--- config.mk ---
export PLATFORM = sky130hd
export DESIGN_NAME = uart_rx_ctrl
export DESIGN_NICKNAME = d
export VERILOG_FILES = /design/src/rtl/uart_rx_ctrl.sv
export SDC_FILE = /design/constraint.sdc
export NUM_CORES = 1
export LEC_CHECK = 0
export CAP_MARGIN = 5
export CORE_MARGIN = 8
export CORE_UTILIZATION = 55
export DETAILED_ROUTE_END_ITERATION = 8
export PLACE_DENSITY = 0.78
export SETUP_SLACK_MARGIN = 0.1
export SLEW_MARGIN = 20
export SYNTH_ARGS = -nofsm -noshare
export SYNTH_HDL_FRONTEND = slang
export SYNTH_SLANG_ARGS = --single-unit
--- constraint.sdc ---
create_clock -name clk -period 7.05 [get_ports clk]
set_clock_uncertainty 0.15 [all_clocks]
set_input_delay 2.115 -clock clk [delete_from_list [all_inputs] [get_ports clk]]
set_output_delay 2.115 -clock clk [all_outputs]
set_load 0.1 [all_outputs]
--- src/rtl/uart_rx_ctrl.sv ---
// uart_rx_ctrl: sequences a UART receiver and buffers its bytes in a FIFO for CPU reads.
// Optional UART_RX_CTRL_OVF_FLAG_EN mirrors the overflow flag into out[14].
module uart_rx_ctrl #(
    parameter int DEPTH = 16,
    parameter int AW    = 4
) (
    input  logic          clk,
    input  logic          reset,
    input  logic [15:0]   rx_out,
    output logic          rx_clear,
    input  logic          load,
    output logic [15:0]   out,
    output logic [AW:0]   count,
    output logic          overflow,
    input  logic          ovf_clr
);
    typedef enum logic [1:0] {S_IDLE, S_CLEAR, S_WAIT} state_t;
    state_t        r_state, w_next;
    logic [7:0]    r_mem [DEPTH];
    logic [AW-1:0] r_wr, r_rd;
    logic [AW:0]   r_count;
    logic          r_ovf, r_rx_clear;
    logic          w_cap, w_full, w_pop, w_push, w_drop, w_flag;
    logic          w_unused;
    assign w_unused = ^rx_out[14:8];
    always_comb begin
        w_next = r_state;
        w_cap  = 1'b0;
        case (r_state)
            S_IDLE: begin
                w_cap  = !rx_out[15];
                w_next = rx_out[15] ? S_IDLE : S_CLEAR;
            end
            S_CLEAR: w_next = S_WAIT;
            S_WAIT:  w_next = rx_out[15] ? S_IDLE : S_WAIT;
            default: w_next = S_CLEAR;
        endcase
    end
    // A pop in the same cycle frees a slot, so a full FIFO can still accept the byte.
    assign w_full = r_count == (AW+1)'(DEPTH);
    assign w_pop  = load && (r_count != '0);
    assign w_push = w_cap && (!w_full || w_pop);
    assign w_drop = w_cap && w_full && !w_pop;
    always_ff @(posedge clk or posedge reset) begin
        if (reset) begin
            r_state    <= S_CLEAR;
            r_rx_clear <= 1'b1;
            r_wr       <= '0;
            r_rd       <= '0;
            r_count    <= '0;
            r_ovf      <= 1'b0;
        end else begin
            r_state    <= w_next;
            r_rx_clear <= w_next == S_CLEAR;
            if (w_push) r_wr <= r_wr + 1'b1;
            if (w_pop) r_rd <= r_rd + 1'b1;
            if (w_push && !w_pop) r_count <= r_count + 1'b1;
            else if (w_pop && !w_push) r_count <= r_count - 1'b1;
            if (w_drop) r_ovf <= 1'b1;
            else if (ovf_clr) r_ovf <= 1'b0;
        end
    end
    always_ff @(posedge clk) begin
        if (w_push) r_mem[r_wr] <= rx_out[7:0];
    end
`ifdef UART_RX_CTRL_OVF_FLAG_EN
    assign w_flag = r_ovf;
`else
    assign w_flag = 1'b0;
`endif
    assign out      = (r_count == '0) ? {1'b1, w_flag, 14'h0} : {1'b0, w_flag, 6'h0, r_mem[r_rd]};
    assign rx_clear = r_rx_clear;
    assign count    = r_count;
    assign overflow = r_ovf;
endmodule

==> reports/qor.tcl <==
set qor(overall_die_width_um) 121
set qor(grt_setup_unrepaired) {no}
set qor(preCtsSetupSlack_ps) 1430
set qor(synth_simple_gate_area_share_pct) 3.69
set qor(worst_path_max_delay_cell) {clkdlybuf4s50_1}
set qor(synth.area.mux_share_pct) 16.0
set qor(drc_violation_count_after_routing) 0
set qor(synth-adder-area-share_pct) 2.39
set qor(crit-reg2reg-launch) {count[0]$_DFFE_PP0P_}
set qor(min-delay-path-class) {register to register}
set qor(final_antenna_net_count) 0
set qor(reg2regPathDepth) 10
set qor(cts_repair_resize_count) 0
set qor(place.detailed.instances) 483
set qor(total_length_of_routed_met2_wires_mm) 5.99
set qor(clockBufferDepth) 2
set qor(num_rows) 38
set qor(synth-edff-count) 128
set qor(timing.fmax_mhz) 161
set qor(synth_xor_area_share_pct) 1.30
set qor(clk_root_buffer_cell) {clkbuf_8}
set qor(core_region_area_sq_um) 10800
set qor(detail_route.first_pass.iterations) 4
set qor(worst_setup_path_start_kind) {register}
set qor(yosys.cell_types.count) 39
set qor(max_slew_margin_pct) 33.2
set qor(cts-htree-levels) 4
set qor(synthToLayoutAreaGrowth_pct) 16.2
set qor(globalRoute.totalOverflow) 0
set qor(worst_slew_pin_tran_ps) 999
set qor(synth.yosys.warnings) 0
set qor(routedLengthMet1_mm) 4.82
set qor(synth-seq-cells) 145
set qor(yosysSeqAreaShare_pct) 70.4
set qor(grt_antenna_before_repair) 0
set qor(end_of_the_worst_register_to_register_path) {count[4]$_DFFE_PP0P_}
set qor(syn-cell-area_sq_um) 6070
set qor(top_level_ports) 43
set qor(cts_setup_buffers) 0
set qor(critPathCapture) {out[0]}
set qor(finalSetupViolCount) 0
set qor(grt_max_degree) 25
set qor(path_max_fanout) 16
set qor(grt_pass1_wl_mm) 18.3
set qor(post-route-worst-setup-slack_ps) 829
set qor(cp.required_ps) 4790
set qor(detail_route.wl_per_cell_um) 23.1
set qor(gpl.final_weighted_congestion) 0.771
set qor(final_min_period_over_clock_period_pct) 88.2
set qor(via_count) 3030
set qor(fin_crit_ps) 6220
set qor(crit_start) {r_rd[1]$_DFFE_PP0N_}
set qor(clock_latency_ps) 530
set qor(grt_usage_pct) 17.4
set qor(maxCapViolations) 0
set qor(worstSetupEndpointType) {primary output}
set qor(drt-total-wl_mm) 11.9
set qor(synthFlopType) {edfxtp_1}
set qor(design.die.area_sq_um) 14700
set qor(holdBufCountCts) 0
set qor(num-nets-final) 393
set qor(power_density_nw_per_um2) 495
set qor(synth_top_family_by_area) {multiplexers}
set qor(totalNegativeSetupSlack_ps) 0
set qor(top_layer) {met4}
set qor(clkSinkCount) 145
set qor(synthesis.area_per_instance_sq_um) 18.8
set qor(place.port_buffers) 28
set qor(timing.critical_path.arrival_ps) 3960
set qor(start_util_pct) 56.2
set qor(insertedDiodeCount) 0
set qor(cpPeakStageDelay_ps) 1030
set qor(critPathKind) {register to primary output}
set qor(netlist_instances) 323
set qor(number_of_global_route_vias_before_repair) 3246
set qor(setup.reg_to_reg.worst_slack_ps) 3620
set qor(async_flop_share_pct) 11.7
set qor(drive_above_1_share_pct) 20.3
set qor(synth_compound_gate_area_share_pct) 2.41
set qor(fillerInstances) 699
set qor(vias_per_cell) 5.88
set qor(cts_tree) {yes}
set qor(layout.cells.non_filler) 515
set qor(worst_ir_drop_vdd_mv) 0.678
set qor(leakagePower_nw) 2.45
set qor(number_of_drc_violations_after_detailed_routing_iteration_0) 280
set qor(route.met3.wl_um) 800
set qor(hold_viol_final) 0
set qor(die_height_um) 121
set qor(hpwlAfterDp_mm) 7.15
set qor(tritoncts_buffers) 17
set qor(final_max_slew_viol_count) 0
set qor(path_cells) {buf_4 > mux4_1 > mux2_2 > o21ai_0 > a21oi_1 > clkdlybuf4s50_1}
set qor(worst_setup_hold_path_clk_slew_ps) 60
set qor(outcome) {finished, final reports clean}
==> where the power goes <==
group | switching (mW) | total [mW] | internal (mW)
combinational | 0.903 | 1.38 | 0.476
sequential | 0.125 | 1.16 | 1.03
clock | 0.346 | 0.954 | 0.608
==> Yosys cell counts (3+ instances only) <==
master    instances  share of area, %
a21oi_1           9              0.74
buf_2             3              0.25
buf_4            11               1.4
dfrtp_1          15               6.2
edfxtp_1        128                63
ha_1             10               2.1
inv_1             9              0.56
mux2_2           10               1.9
mux2i_1          10               1.6
mux4_1           10               4.3
mux4_2           22               8.2
nand2_1          15              0.93
nand2b_1          3              0.31
nand3_1           4              0.33
nor2_1           15              0.93
nor3_1            6              0.49
o21ai_0           6              0.49
o21ai_1           5              0.41
xnor2_1           8               1.2
==> layer usage <==
metal	global-route usage (%)	up-vias
met5	0	-
met2	27.7	123
met1	20.9	1540
met4	9.13	0
li1	-	1339
met3	5.72	28
==> kinds of logic after synthesis <==
| kind of cell | count (synthesis) |
|---|---|
| compound gates | 25 |
| xor+xnor | 9 |
| fa+ha+maj | 11 |
| buf+inv | 32 |
| flops | 145 |
| mux | 52 |
| other cells | 1 |
| simple gates | 48 |
==> metrics by stage <==
| stage | total power [mW] | hold slack (ps) | cell area [sq um] | util, % |
|---|---|---|---|---|
| 5_1_grt | 3.63 | 346 | 7050 | 65.3 |
| 3_5_place_dp | 2.55 | 323 | 6420 | 59.5 |
| 6_report | 3.49 | 334 | 7050 | 65.3 |
| 2_1_floorplan | 2.28 | 332 | 6090 | - |
| 4_1_cts | 3.51 | 335 | 7050 | 65.3 |
| 3_3_place_gp | 2.51 | 313 | 6420 | 59.5 |
==> cell type report <==
cell class | count | area, sq um | share of cell area [%]
Inverter | 9 | 33.8 | 0.479
Clock buffer | 17 | 414 | 5.88
Timing Repair Buffer | 37 | 348 | 4.93
Sequential cell | 145 | 4270 | 60.6
Tap cell | 140 | 175 | 2.48
Clock inverter | 15 | 215 | 3.05
Multi-Input combinational cell | 152 | 1590 | 22.6
==> state kept, by name, summed over array words and instances (netlist names) <==
| register | flops |
|---|---|
| r_mem | 128 |
| count | 5 |
| r_rd | 4 |
| r_wr | 4 |
| r_state | 2 |
| overflow | 1 |
| rx_clear | 1 |
==> worst min path at each step <==
stage                                     from              endpoint  slack [ps]  cells after the start
after floorplan           r_state[0]$_DFF_PP1_  r_state[0]$_DFF_PP1_         330                      2
after global placement     r_rd[3]$_DFFE_PP0N_   r_rd[3]$_DFFE_PP0N_         310                      1
after detailed placement   r_rd[3]$_DFFE_PP0N_   r_rd[3]$_DFFE_PP0N_         320                      1
after CTS                  r_rd[3]$_DFFE_PP0N_   r_rd[3]$_DFFE_PP0N_         330                      1
after global routing       r_rd[3]$_DFFE_PP0N_   r_rd[3]$_DFFE_PP0N_         350                      1
final                      r_rd[3]$_DFFE_PP0N_   r_rd[3]$_DFFE_PP0N_         330                      1
==> cells in the final DEF (no fill, tap or decap), drive strengths merged, types with 2 or more instances in the layout <==
| cell | Yosys | final |
|---|---|---|
| a21oi | 9 | 9 |
| buf | 20 | 9 |
| bufinv | 0 | 5 |
| clkbuf | 3 | 17 |
| clkdlybuf4s50 | 0 | 28 |
| clkinv | 0 | 5 |
| clkinvlp | 0 | 4 |
| conb | 1 | 7 |
| dfrtp | 15 | 15 |
| dfstp | 2 | 2 |
| edfxtp | 128 | 128 |
| ha | 10 | 10 |
| inv | 9 | 10 |
| mux2 | 10 | 10 |
| mux2i | 10 | 10 |
| mux4 | 32 | 32 |
| nand2 | 15 | 15 |
| nand2b | 3 | 3 |
| nand3 | 4 | 4 |
| nor2 | 15 | 15 |
| nor3 | 6 | 6 |
| o21ai | 11 | 11 |
| xnor2 | 8 | 8 |
==> worst max-delay path: cells and delay by family, from the launching register on <==
family                 cells  cell delay (ps)
AOI/OAI and AO/OA          2              250
buffers and inverters      2             1410
DFF                        1              890
muxes                      2              870
Note: power is estimated with default switching activity, not from simulation.
